===== src/rtl/oneshot_pulse_timer.sv =====
// Retriggerable-optional monostable: synchronised trigger edge -> q/q_n pulse, hold-off, miss counter.
// Optional retrigger support is enabled by defining ONESHOT_RETRIGGER_EN.
module oneshot_pulse_timer #(
  parameter int WIDTH_W     = 8,
  parameter int SYNC_STAGES = 2,
  parameter int RECOVERY    = 2
) (
  input  logic               clk,
  input  logic               rst_n,
  input  logic               a1_n,
  input  logic               a2_n,
  input  logic               b,
  input  logic [WIDTH_W-1:0] width,
  input  logic               clear_n,
  output logic               q,
  output logic               q_n,
  output logic               busy,
  output logic [7:0]         miss_cnt
);

  localparam int RCNT_W = (RECOVERY > 1) ? $clog2(RECOVERY + 1) : 1;

  typedef enum logic [1:0] {
    ST_IDLE    = 2'd0,
    ST_PULSE   = 2'd1,
    ST_RECOVER = 2'd2
  } state_e;

  logic [SYNC_STAGES-1:0] a1_sync_q;
  logic [SYNC_STAGES-1:0] a2_sync_q;
  logic [SYNC_STAGES-1:0] b_sync_q;
  logic                   t_prev_q;
  logic                   t_sync_s;
  logic                   trig_s;
  logic                   retrig_s;
  logic                   miss_inc_s;
  logic [7:0]             miss_d;

  state_e                 state_q;
  logic [WIDTH_W-1:0]     cnt_q;
  logic [RCNT_W-1:0]      rcnt_q;
  logic                   q_q;
  logic                   q_n_q;
  logic                   busy_q;
  logic [7:0]             miss_q;

  // Pin synchronisers and the edge-detect history register
  always_ff @(posedge clk) begin
    if (!rst_n) begin
      a1_sync_q <= '0;
      a2_sync_q <= '0;
      b_sync_q  <= '0;
      t_prev_q  <= 1'b0;
    end else begin
      a1_sync_q <= {a1_sync_q[SYNC_STAGES-2:0], a1_n};
      a2_sync_q <= {a2_sync_q[SYNC_STAGES-2:0], a2_n};
      b_sync_q  <= {b_sync_q[SYNC_STAGES-2:0], b};
      t_prev_q  <= t_sync_s;
    end
  end

  // Qualified trigger level from synchronised pins, and its rising edge
  always_comb begin
    t_sync_s = (~a1_sync_q[SYNC_STAGES-1] | ~a2_sync_q[SYNC_STAGES-1]) & b_sync_q[SYNC_STAGES-1];
    trig_s   = t_sync_s & ~t_prev_q;
  end

  // Retrigger acceptance and rejected-trigger detection; clear swallows the trigger
  always_comb begin
    miss_inc_s = 1'b0;
`ifdef ONESHOT_RETRIGGER_EN
    retrig_s = trig_s & (width != '0);
`else
    retrig_s = 1'b0;
`endif
    if (clear_n && trig_s) begin
      case (state_q)
        ST_IDLE:    miss_inc_s = (width == '0);
        ST_PULSE:   miss_inc_s = ~retrig_s;
        ST_RECOVER: miss_inc_s = 1'b1;
        default:    miss_inc_s = 1'b0;
      endcase
    end else begin
      miss_inc_s = 1'b0;
    end
    if (miss_inc_s && (miss_q != 8'hFF)) begin
      miss_d = miss_q + 8'd1;
    end else begin
      miss_d = miss_q;
    end
  end

  // Pulse FSM with registered q/q_n/busy and the saturating miss counter
  always_ff @(posedge clk) begin
    if (!rst_n) begin
      state_q <= ST_IDLE;
      cnt_q   <= '0;
      rcnt_q  <= '0;
      q_q     <= 1'b0;
      q_n_q   <= 1'b1;
      busy_q  <= 1'b0;
      miss_q  <= 8'd0;
    end else begin
      miss_q <= miss_d;
      if (!clear_n) begin
        state_q <= ST_IDLE;
        q_q     <= 1'b0;
        q_n_q   <= 1'b1;
        busy_q  <= 1'b0;
      end else begin
        case (state_q)
          ST_IDLE: begin
            if (trig_s && (width != '0)) begin
              cnt_q   <= width;
              state_q <= ST_PULSE;
              q_q     <= 1'b1;
              q_n_q   <= 1'b0;
              busy_q  <= 1'b1;
            end
          end
          ST_PULSE: begin
            if (retrig_s) begin
              cnt_q <= width;
            end else if (cnt_q == WIDTH_W'(1)) begin
              q_q   <= 1'b0;
              q_n_q <= 1'b1;
              if (RECOVERY == 0) begin
                state_q <= ST_IDLE;
                busy_q  <= 1'b0;
              end else begin
                state_q <= ST_RECOVER;
                rcnt_q  <= RCNT_W'(RECOVERY);
                busy_q  <= 1'b1;
              end
            end else begin
              cnt_q <= cnt_q - WIDTH_W'(1);
            end
          end
          ST_RECOVER: begin
            if (rcnt_q == RCNT_W'(1)) begin
              state_q <= ST_IDLE;
              busy_q  <= 1'b0;
            end else begin
              rcnt_q <= rcnt_q - RCNT_W'(1);
            end
          end
          default: begin
            state_q <= ST_IDLE;
            q_q     <= 1'b0;
            q_n_q   <= 1'b1;
            busy_q  <= 1'b0;
          end
        endcase
      end
    end
  end

  assign q        = q_q;
  assign q_n      = q_n_q;
  assign busy     = busy_q;
  assign miss_cnt = miss_q;

endmodule


===== config.mk =====
export PLATFORM = sky130hd
export DESIGN_NAME = oneshot_pulse_timer
export DESIGN_NICKNAME = d
export VERILOG_FILES = /design/src/rtl/oneshot_pulse_timer.sv
export SDC_FILE = /design/constraint.sdc
export NUM_CORES = 1
export LEC_CHECK = 0
export ABC_AREA = 1
export ABC_CLOCK_PERIOD_IN_PS = 4130
export BUFFER_PORTS_ARGS = -buffer_cell sky130_fd_sc_hd__buf_2
export CAP_MARGIN = 20
export CORE_MARGIN = 2
export CORE_UTILIZATION = 30
export CTS_CLUSTER_SIZE = 10
export DETAILED_ROUTE_END_ITERATION = 12
export PLACE_DENSITY_LB_ADDON = 0.2
export REMOVE_ABC_BUFFERS = 1
export SYNTH_ARGS = -nofsm -noshare
export SYNTH_HDL_FRONTEND = slang
export SYNTH_SLANG_ARGS = --single-unit

===== constraint.sdc =====
create_clock -name clk -period 4.13 [get_ports clk]
set_input_delay 0.826 -clock clk [delete_from_list [all_inputs] [get_ports clk]]
set_output_delay 0.826 -clock clk [all_outputs]
set_load 0.1 [all_outputs]

==> flow_metrics.env <==
export IMPL_clock_sinks=30
export IMPL_tritoncts="done"
export IMPL_power_density_nw_per_um2=311
export IMPL_clock_fmax_mhz=489
export IMPL_vias=1617
export IMPL_r2r_setup_slack_ns=2.09
export IMPL_dieArea_um2=6450
export IMPL_clockBufferDepth=2
export IMPL_path_clk_slew_ns=0.07
export IMPL_antenna_found_initial=0
export IMPL_power_uw=624
export IMPL_syn_inst=261
export IMPL_seqPwrFrac_pct=48.9
export IMPL_power_frac_clock_pct=36.2
export IMPL_core_um2=5570
export IMPL_crit_path_start="miss_cnt[3]"
export IMPL_grt_start_max_net_pins=19
export IMPL_post_route_period_util_pct=49.6
export IMPL_yosys_warnings=0
export IMPL_grt_pass1_wl_mm=6.67
export IMPL_rsz0062_at_grt="false"
export IMPL_seq_area_frac_synth_pct=34.4
export IMPL_setup_viol=0
export IMPL_max_stage_delay_ns=0.48
export IMPL_crit_reg2reg_capture="cnt_q[4]"
export IMPL_clock_latency_ns=0.28
export IMPL_die_w_um=80.3
export IMPL_fin_util_pct=36.0
export IMPL_yosys_register_bits=30
export IMPL_drive_gt1_share_pct=16.7
export IMPL_cts_setup_buffers=0
export IMPL_crit_fanout=7
export IMPL_slew_headroom_pct=67.8
export IMPL_clockRootBuffer="clkbuf_8"
export IMPL_slowest_stage="buf_2"
export IMPL_die_height_um=80.3
export IMPL_h_tree_depth=2
export IMPL_numPortBuffers=24
export IMPL_layout_common_cells="nand2_1, nor2_1, dfxtp_1"
export IMPL_path_buf_inv=1
export IMPL_worstSetupPathType="flop to output port"
export IMPL_setup_tns_ns=0
export IMPL_finalClockSkew_ns=0.00727
export IMPL_avgSynthCellArea_um2=6.70
export IMPL_cts_buffers=5
export IMPL_hold_violations=0
export IMPL_ctsResizeCount=0
export IMPL_p_sw_share_pct=29.1
export IMPL_drcViolationCount=0
export IMPL_std_cell_rows=27
export IMPL_first_iter_violations=68
export IMPL_endpoint_kind="output port"
export IMPL_gr_usage_all_layers_pct=13.5
export IMPL_hold_path_class="flop to flop"
export IMPL_yosysUniqueCellTypes=29
export IMPL_crit_path_start_kind="flop"
export IMPL_start_util_pct=31.4
export IMPL_antenna_left=0
export IMPL_drv_cap=0
export IMPL_cp_required_ns=3.30
export IMPL_dr_pass1_iters=4
export IMPL_worst_pin_slew_ns=0.483
export IMPL_dpl_hpwl_mm=2.86
export IMPL_critPathTopFamily="buffers and inverters"
export IMPL_grt_pass1_vias=1466
export IMPL_wl_mm=3.89
export IMPL_overflow=0
export IMPL_cp_depth=1
export IMPL_p_sw_uw=182
export IMPL_wl_per_cell_um=10.8
export IMPL_period_minus_slack_ns=2.05
export IMPL_final_common_cell="nand2_1"
export IMPL_path_cells="buf_2"
export IMPL_vias_per_cell=4.50
export IMPL_reg2reg_depth=9
export IMPL_syn2layout_area_growth_pct=15.0
export IMPL_peakVddDrop_uv=178
export IMPL_cp_data_arrival_time_ns=1.22
export IMPL_reg2reg_from="state_q[1]"
export IMPL_antenna_cells=0
export IMPL_slew_viol_final=0
export IMPL_cts_hold_buf=0
export IMPL_status="complete, no violations"
export IMPL_synth_area_um2=1750
export IMPL_place_gp_congestion=0.803
export IMPL_cellLeakagePower_uw=0.000959
export IMPL_endpoint="miss_cnt[3]"
export IMPL_internal_power_uw=442
export IMPL_io_pins=25
export IMPL_nets=309
export IMPL_p_comb_share_pct=14.9
export IMPL_whs_ns=0.413
==> state kept, by name, summed over array words and instances, names as in the netlist <==
name       count
state_q        2
a1_sync_q      2
cnt_q          8
q              1
q_n            1
t_prev_q       1
rcnt_q         2
busy           1
a2_sync_q      2
b_sync_q       2
miss_cnt       8
==> synthesized netlist by cell type (all sizes together) <==
library cell,n,area (um^2)
buf,2,16.3
inv,29,109
dfxtp,30,601
or2,2,12.5
clkbuf,3,11.3
nand4,2,12.5
xnor2,1,8.76
a21oi,14,73.8
o21bai,2,15.0
nand3,21,105
xor2,3,26.3
o21ai,17,85.1
nor3,3,20.0
nor2,53,255
nand3b,2,15.0
nand2,68,278
clkinv,1,3.75
ha,8,100
==> worst min path at each step <==
stage / slack [ns] / end / depth (start not counted) / start
final: 0.41 / a2_sync_q[1] / 2 / a2_sync_q[0]
after global routing: 0.43 / a1_sync_q[1] / 2 / a1_sync_q[0]
after CTS: 0.42 / a1_sync_q[1] / 2 / a1_sync_q[0]
after detailed placement: 0.40 / a1_sync_q[1] / 2 / a1_sync_q[0]
after global placement: 0.39 / a1_sync_q[1] / 2 / a1_sync_q[0]
after floorplan: 0.39 / a1_sync_q[1] / 2 / a1_sync_q[0]
==> kinds of logic after synthesis <==
kind of cell / Yosys count / synth area share (%)
xor gates and xnor gates: 4 / 2.00
buffers and inverters: 35 / 8.02
adders and majority gates: 8 / 5.73
DFF: 30 / 34.4
and+or+nand+nor: 151 / 39.9
AOI/OAI and AO/OA: 33 / 9.95
==> layer usage <==
| metal | part of all wire [%] | up-vias | global-route usage (%) |
|---|---|---|---|
| met5 | 0 | - | 0 |
| met4 | 1.4 | 0 | 5.08 |
| met3 | 3.9 | 6 | 3.71 |
| met2 | 43 | 27 | 21.0 |
| met1 | 52 | 706 | 17.6 |
| li1 | - | 878 | - |
==> stage by stage <==
step	cells	instance area (um^2)	setup slack, ns
finish	359	2010	2.08
global route	359	2010	1.87
CTS	359	2010	2.06
detailed placement	352	1930	2.06
global placement	352	1930	2.11
floorplan	256	1720	2.01
==> area by class of cell <==
class / instances / area, um^2
sequential: 30 / 601
multi-input combinational: 196 / 1010
timing repair buffer: 24 / 120
clock inverter: 2 / 10.0
inverter: 30 / 113
clock buffer: 5 / 68.8
fill: 618 / 3560
tap: 72 / 90.1
==> power groups by stage <==
stage | Combinational [uW] | Clock (uW) | Sequential, uW
after floorplan | 62.0 | 0 | 318
after global placement | 92.7 | 0 | 312
after detailed placement | 93.5 | 0 | 312
after CTS | 93.7 | 233 | 305
after global routing | 106 | 246 | 306
final | 93.0 | 226 | 305
(Power assumes the default switching activity.)
